==> src/rtl/dp_ram_port_ctrl.sv <==
// Single-port front-end for a dual-port RAM: valid/ready requests in, in-order read
// responses out through a 2-entry FIFO, with an optional zero-fill after reset.
module dp_ram_port_ctrl #(
  parameter int WIDTH          = 32,
  parameter int DEPTH          = 12,
  parameter int STRB_WIDTH     = 8,
  parameter int CLEAR_ON_RESET = 1,
  parameter int WE_WIDTH       = WIDTH / STRB_WIDTH,
  parameter int ADDR_WIDTH     = $clog2(DEPTH)
) (
  input  logic                  CLK,
  input  logic                  RST_N,
  input  logic                  REQ_VALID,
  output logic                  REQ_READY,
  input  logic                  REQ_WRITE,
  input  logic [ADDR_WIDTH-1:0] REQ_ADDR,
  input  logic [WIDTH-1:0]      REQ_WDATA,
  input  logic [WE_WIDTH-1:0]   REQ_WSTRB,
  output logic                  RSP_VALID,
  input  logic                  RSP_READY,
  output logic [WIDTH-1:0]      RSP_RDATA,
  output logic                  RSP_ERR,
  output logic [ADDR_WIDTH-1:0] MEM_ADDR,
  output logic [WIDTH-1:0]      MEM_WDATA,
  output logic [WE_WIDTH-1:0]   MEM_WE,
  input  logic [WIDTH-1:0]      MEM_RDATA,
  output logic                  INIT_DONE,
  output logic                  ADDR_ERR
);
  typedef enum logic {CLEAR, RUN} state_t;
  typedef struct packed {
    logic             err;
    logic [WIDTH-1:0] data;
  } rsp_t;

  state_t                state, state_nxt;
  rsp_t                  fifo [2];
  logic                  rd_ptr, wr_ptr;
  logic [1:0]            occ;
  logic                  pend, pend_err;
  logic [ADDR_WIDTH-1:0] clr_cnt, addr_q;
  logic [WIDTH-1:0]      wdata_q;
  logic                  init_done_q, addr_err_q;
  logic                  acc, in_range, pop, clr_last;
  logic [2:0]            slots_used;

  assign in_range  = 32'(REQ_ADDR) < DEPTH;
  assign clr_last  = clr_cnt == ADDR_WIDTH'(DEPTH - 1);
  assign RSP_VALID = occ != 2'd0;
  assign pop       = RSP_VALID && RSP_READY;
  // A read may only issue if its response has a FIFO slot by the time it lands.
  assign slots_used = {1'b0, occ} + {2'b0, pend} - {2'b0, pop};
  assign REQ_READY  = init_done_q && (state == RUN) && (REQ_WRITE || slots_used < 3'd2);
  assign acc        = REQ_VALID && REQ_READY;
  assign RSP_RDATA  = fifo[rd_ptr].data;
  assign RSP_ERR    = RSP_VALID && fifo[rd_ptr].err;
  assign INIT_DONE  = init_done_q;
  assign ADDR_ERR   = addr_err_q;

  always_comb begin
    state_nxt = state;
    MEM_ADDR  = addr_q;
    MEM_WDATA = wdata_q;
    MEM_WE    = '0;
    case (state)
      CLEAR: begin
        MEM_ADDR  = clr_cnt;
        MEM_WDATA = '0;
        MEM_WE    = '1;
        if (clr_last) state_nxt = RUN;
      end
      default: begin
        if (acc) begin
          MEM_ADDR  = REQ_ADDR;
          MEM_WDATA = REQ_WDATA;
          if (REQ_WRITE && in_range) MEM_WE = REQ_WSTRB;
        end
      end
    endcase
  end

  always_ff @(posedge CLK) begin
    if (!RST_N) begin
      state       <= (CLEAR_ON_RESET != 0) ? CLEAR : RUN;
      clr_cnt     <= '0;
      addr_q      <= '0;
      wdata_q     <= '0;
      init_done_q <= 1'b0;
      addr_err_q  <= 1'b0;
      pend        <= 1'b0;
      pend_err    <= 1'b0;
      occ         <= '0;
      rd_ptr      <= 1'b0;
      wr_ptr      <= 1'b0;
      fifo[0]     <= '0;
      fifo[1]     <= '0;
    end else begin
      state       <= state_nxt;
      addr_q      <= MEM_ADDR;
      wdata_q     <= MEM_WDATA;
      init_done_q <= state_nxt == RUN;
      addr_err_q  <= acc && !in_range;
      pend        <= acc && !REQ_WRITE;
      pend_err    <= !in_range;
      if (state == CLEAR) clr_cnt <= clr_cnt + ADDR_WIDTH'(1);
      // RAM data lands one cycle after the address; out-of-range reads return zero.
      if (pend) begin
        fifo[wr_ptr] <= '{err: pend_err, data: pend_err ? '0 : MEM_RDATA};
        wr_ptr       <= ~wr_ptr;
      end
      if (pop) rd_ptr <= ~rd_ptr;
      occ <= occ + 2'(pend) - 2'(pop);
    end
  end
endmodule

==> config.mk <==
export PLATFORM = sky130hd
export DESIGN_NAME = dp_ram_port_ctrl
export DESIGN_NICKNAME = d
export VERILOG_FILES = /design/src/rtl/dp_ram_port_ctrl.sv
export SDC_FILE = /design/constraint.sdc
export NUM_CORES = 1
export LEC_CHECK = 0
export ABC_AREA = 1
export ABC_CLOCK_PERIOD_IN_PS = 3580
export BUFFER_PORTS_ARGS = -buffer_cell sky130_fd_sc_hd__buf_2
export CORE_MARGIN = 10
export CORE_UTILIZATION = 35
export CTS_CLUSTER_SIZE = 12
export DETAILED_ROUTE_END_ITERATION = 16
export SLEW_MARGIN = 10
export SYNTH_ARGS = -nofsm -noshare
export SYNTH_HDL_FRONTEND = slang
export SYNTH_SLANG_ARGS = --single-unit
==> constraint.sdc <==
create_clock -name CLK -period 3.58 [get_ports CLK]
set_input_delay 0.537 -clock CLK [delete_from_list [all_inputs] [get_ports CLK]]
set_output_delay 0.537 -clock CLK [all_outputs]
set_load 0.01 [all_outputs]
; Word level (Yosys, flattened, before mapping)
; Memory sizes are Yosys's and may differ from the RTL's. A register that Yosys moved wholly into a read port is not among the register bits.
; Cells that the tools add are included.
[op_classes]
n_eq_ne = 1
n_shift = 0
n_lt_le_gt_ge = 2
n_mux = 19
n_reduce_logical = 12
mul = 0
addsub = 5
bitwise = 2
div_mod_pow = 0
[op_table]
columns = operator, n
row1 = $mux W32, 3
row2 = $mux W33, 1
row3 = $reduce_or A33 Y1, 1
row4 = $mux W4, 5
row5 = $mux W1, 10
row6 = $logic_and A1 B1 Y1, 7
row7 = $add A4 B1 Y4 const B, 1
row8 = $eq A4 B4 Y1 const B, 1
row9 = $lt A4 B4 Y1 const B, 1
row10 = $add A2 B1 Y3, 1
row11 = $lt A3 B2 Y1 const B, 1
row12 = $sub A3 B1 Y3, 1
row13 = $add A2 B1 Y2, 1
row14 = $logic_not A1 Y1, 2
row15 = $not A1 Y1, 2
row16 = $reduce_bool A2 Y1, 1
row17 = $sub A2 B1 Y2, 1
row18 = $logic_or A1 B1 Y1, 1
[word_totals]
latch_bits = 0
rom_bits = 0
out_inout_bits = 77
memories = 1
regBits = 48
elab_cells = 52
ram_bits = 66
in_bits = 77
[mem_list]
columns = name, words, width, read_ports, rd_ports_with_merged_regs, write_ports, line_no
row1 = fifo, 2, 33, 1, 1, 2, 37  ; rsp_t fifo [2];

; Longest topological paths before layout
[logic_depth]
word_depth = 9
mapped_depth = 18
ltp_nobuf = 17

; Worst setup path before layout
; Ideal clock, no wire load.
[synth_path]
kind = reg2out
from = register occ[1]
to = output port MEM_WE[0]
arrival_ps = 2360
path_stages_with_launch = 15
n_path_buf = 1
slack_ps = 683
cell_sequence = dfxtp_1 > nor2_1 > inv_1 > nand2_1 > inv_1 > ha_1 > inv_1 > ha_1 > fa_1 > inv_1 > nand3_2 > nand2_2 > nand3_4 > buf_2 > o21ai_0
[synth_between]
elab_chain_cells = 9
word_cells_on_any_way = 10
cone_classes = add/sub (2) / order compare (1) / mux (2) / reduce/logical (5)
[synth_rtl]
columns = item, line_no
row1 = "start, declared", 39  ; logic [1:0] occ;
row2 = "start signal, assigned", 112  ; occ <= occ + 2'(pend) - 2'(pop);
row3 = $reduce_bool A2 Y1, 49  ; assign RSP_VALID = occ != 2'd0;
row4 = via RSP_VALID, 19  ; output logic RSP_VALID,
row5 = $logic_and A1 B1 Y1, 50  ; assign pop = RSP_VALID && RSP_READY;
row6 = via pop, 44  ; logic acc, in_range, pop, clr_last;
row7 = $sub A3 B1 Y3, 52  ; assign slots_used = {1'b0, occ} + {2'b0, pend} - {2'b0, pop};
row8 = via slots_used[1], 45  ; logic [2:0] slots_used;
row9 = $lt A3 B2 Y1, 53  ; assign REQ_READY = init_done_q && (state == RUN) && (REQ_WRITE || slots_used < 3'd2);
row10 = $logic_or A1 B1 Y1, 53
row11 = $logic_and A1 B1 Y1, 53
row12 = $logic_and A1 B1 Y1, 54  ; assign acc = REQ_VALID && REQ_READY;
row13 = $mux W4, 73  ; if (acc) begin
row14 = $mux W4, 65  ; case (state)
row15 = "end, declared", 25  ; output logic [WE_WIDTH-1:0] MEM_WE,
; The timed path passes the listed nets, and every way through them passes these cells.

; Worst setup path in the final report
[layout_path]
from = register occ[1]
to = output port MEM_WDATA[19]
[layout_between]
elab_chain_cells = 9
word_cells_on_any_way = 10
cone_classes = add/sub (2) / order compare (1) / mux (2) / reduce/logical (5)
[layout_rtl]
columns = item, line_no
row1 = $reduce_bool A2 Y1, 49
row2 = $logic_and A1 B1 Y1, 50
row3 = via pop, 44
row4 = $sub A3 B1 Y3, 52
row5 = via slots_used[1], 45
row6 = $lt A3 B2 Y1, 53
row7 = $logic_or A1 B1 Y1, 53
row8 = $logic_and A1 B1 Y1, 53
row9 = $logic_and A1 B1 Y1, 54
row10 = $mux W32, 73
row11 = $mux W32, 65
row12 = "end, declared", 24  ; output logic [WIDTH-1:0] MEM_WDATA,
; The timed path passes the listed nets, and every way through them passes these cells.

==> qor.csv <==
metric;value;unit
ys_seq_elements;115;
yosysUniqueCellTypes;25;
pwr-share-seq;0.370;
avgViaCountPerCell;4.78;
synth-simple-area-share;0.272;
dr.pass1.iters;5;
clk_latency;420;ps
rows;44;
p_leak;3.51;nW
switching_share;0.273;
grt_pass1_wl;23700;um
ant_nets;0;
clkPwrFrac;0.453;
end_kind;primary output;
design.core.area;14500;um^2
synth-xor-area-share;0;
synth_adder_area_share;0.0111;
mostFrequentLayoutCells;buf_2, nand2_1, nor3_1;
clk_path_buf_depth;2;
yosysWarnings;0;
place.port_buffers;153;
cts_hold_buf;0;
setup_tns;0;ps
fin_nets;824;
grt_max_degree;42;
drt_iter0_markers;191;
whs;385;ps
hold_viol;0;
first_global_vias;4768;
internal_power;2.89;mW
synthMuxAreaShare;0;
cts_max_level;4;
relSlewSlack;0.318;
synth_top_family_by_area;simple AND/OR/NAND/NOR gates;
antennaDiodeCount;0;
worst_setup_path_start_kind;flip-flop;
drc;0;
cts_tree;yes;
period_needed;3480;ps
vias;4491;
die_height;142;um
synth_cells;571;
grt_use_total;0.148;
drv_slew;0;
syn_area_per_cell;9.12;um^2
synth_compound_area_frac;0.0685;
worstPathArrival;2950;ps
max_freq;287;MHz
peakVddDrop;0.271;mV
comb_power_share;0.177;
worst_slew_pin_slew;1020;ps
cts_sinks;115;
area_growth;39.0;%
required;3040;ps
die_area;20200;um^2
clock_skew;7.59;ps
synth_seq_area_share;0.569;
grt_antenna_before_repair;0;
wirelength;14900;um
hpwl;9280;um
p_switching;1.09;mW
syn-cell-area;5210;um^2
path_class;reg2out;
critPathMaxFanout;10;
final_common_cell;buf_2;
wl_per_cell;15.8;um
rsz0062_at_grt;true;
maxCapViolations;0;
die_x;142;um
numCtsBuffers;17;
period_share;0.973;
setup_viol;0;
finalPower;3.98;mW
io_pins;154;
drive_above_1_share;0.413;
min_path_type;in2reg;
status;finished clean;
gp_congestion;0.730;
cts-root-buf;clkbuf_16;
syn-num-nets;652;
grt-ovfl-total;0;
p_per_area;549;nW/um^2
clk_pin_slew;60;ps
start_util;0.358;
==> critical path: stages (launching register included) <==
cell	delay (ps)
dfxtp_4	350
nor2_4	110
inv_2	40
nand2_2	60
inv_2	50
ha_4	250
inv_2	40
ha_4	140
fa_1	460
inv_1	90
nand3_2	90
nand2_4	90
nand3_4	90
buf_12	200
buf_16	150
nand3_1	110
nand2_1	70
buf_2	140
==> registers in the layout, summed over array words and instances (netlist names), named ones only <==
| register | cells |
|---|---|
| fifo | 66 |
| wdata_q | 32 |
| addr_q | 4 |
| clr_cnt | 4 |
| occ | 2 |
| ADDR_ERR | 1 |
| INIT_DONE | 1 |
| pend | 1 |
| pend_err | 1 |
| rd_ptr | 1 |
| wr_ptr | 1 |
==> Yosys cell counts <==
master,instances,area share
nand2_2,32,0.038
edfxtp_1,66,0.38
buf_2,8,0.0077
nand3_4,1,0.0034
nor2_1,9,0.0065
a211oi_1,1,0.0014
buf_1,8,0.0058
nand4_1,2,0.0024
inv_4,1,0.0012
clkbuf_1,18,0.013
dfxtp_1,49,0.19
nand2_1,151,0.11
nor4b_1,1,0.0017
fa_1,1,0.0038
ha_1,3,0.0072
inv_2,1,0.00072
a31oi_1,1,0.0012
nor3_1,68,0.065
buf_12,3,0.012
a21oi_1,10,0.0096
nand3_1,45,0.043
o21ai_0,6,0.0058
a21oi_2,30,0.050
inv_1,55,0.040
nand3_2,1,0.0019
==> what timing repair did <==
item                                    CTS  global route
gates cloned                              6             2
gates resized for setup                  37            13
setup buffers                            18             3
pin swaps                                 7             8
endpoints found under the setup margin   40            40
==> final cells by class <==
class / count / area (um^2)
inverter: 57 / 226
timing repair inverter: 1 / 8.76
sequential: 115 / 2970
multi-input combinational: 362 / 1960
clock inverter: 15 / 206
fill: 1400 / 7300
clock buffer: 17 / 425
timing repair buffer: 189 / 1210
tap: 184 / 230
==> path summary, 6_finish.rpt <==
path	cells past startpoint	startpoint	slack, ps	endpoint
worst min-delay path	3	REQ_WDATA[8]	380	wdata_q[8]$_SDFF_PN0_
worst max register to register	18	occ[1]$_SDFF_PN0_	930	wdata_q[5]$_SDFF_PN0_
worst min register to register	2	wdata_q[18]$_SDFF_PN0_	470	wdata_q[18]$_SDFF_PN0_
worst max-delay path	17	occ[1]$_SDFF_PN0_	100	MEM_WDATA[19]
==> power groups by stage <==
stage	Combinational (mW)	Clock, mW	Sequential, mW
final	0.703	1.80	1.47
after global routing	0.783	1.89	1.48
after CTS	0.658	1.83	1.47
after detailed placement	0.601	0	1.49
after global placement	0.586	0	1.49
after floorplan	0.355	0	1.49
==> logic make-up after synthesis <==
family                   after synthesis
buffers and inverters                 94
adder cells (fa/ha/maj)                4
AND/OR/NAND/NOR                      310
flip-flops                           115
AO/OA/AOI/OAI                         48
==> routing by layer <==
layer / global-route usage / share of wire / vias to the layer above
met5: 0 / 0 / -
met1: 0.169 / 0.42 / 2078
met4: 0.0549 / 0.016 / 0
met2: 0.239 / 0.48 / 165
li1: - / - / 2226
met3: 0.0648 / 0.087 / 22
==> stage by stage <==
step | util | cells | setup slack [ps] | area (um^2)
2_1_floorplan | - | 571 | 683 | 5210
3_3_place_gp | 0.421 | 882 | 317 | 6110
3_5_place_dp | 0.421 | 882 | 234 | 6110
4_1_cts | 0.496 | 938 | -21.3 | 7210
5_1_grt | 0.498 | 940 | -43.7 | 7240
6_report | 0.498 | 940 | 96.2 | 7240
No activity file was read; power rests on OpenSTA's default activity.
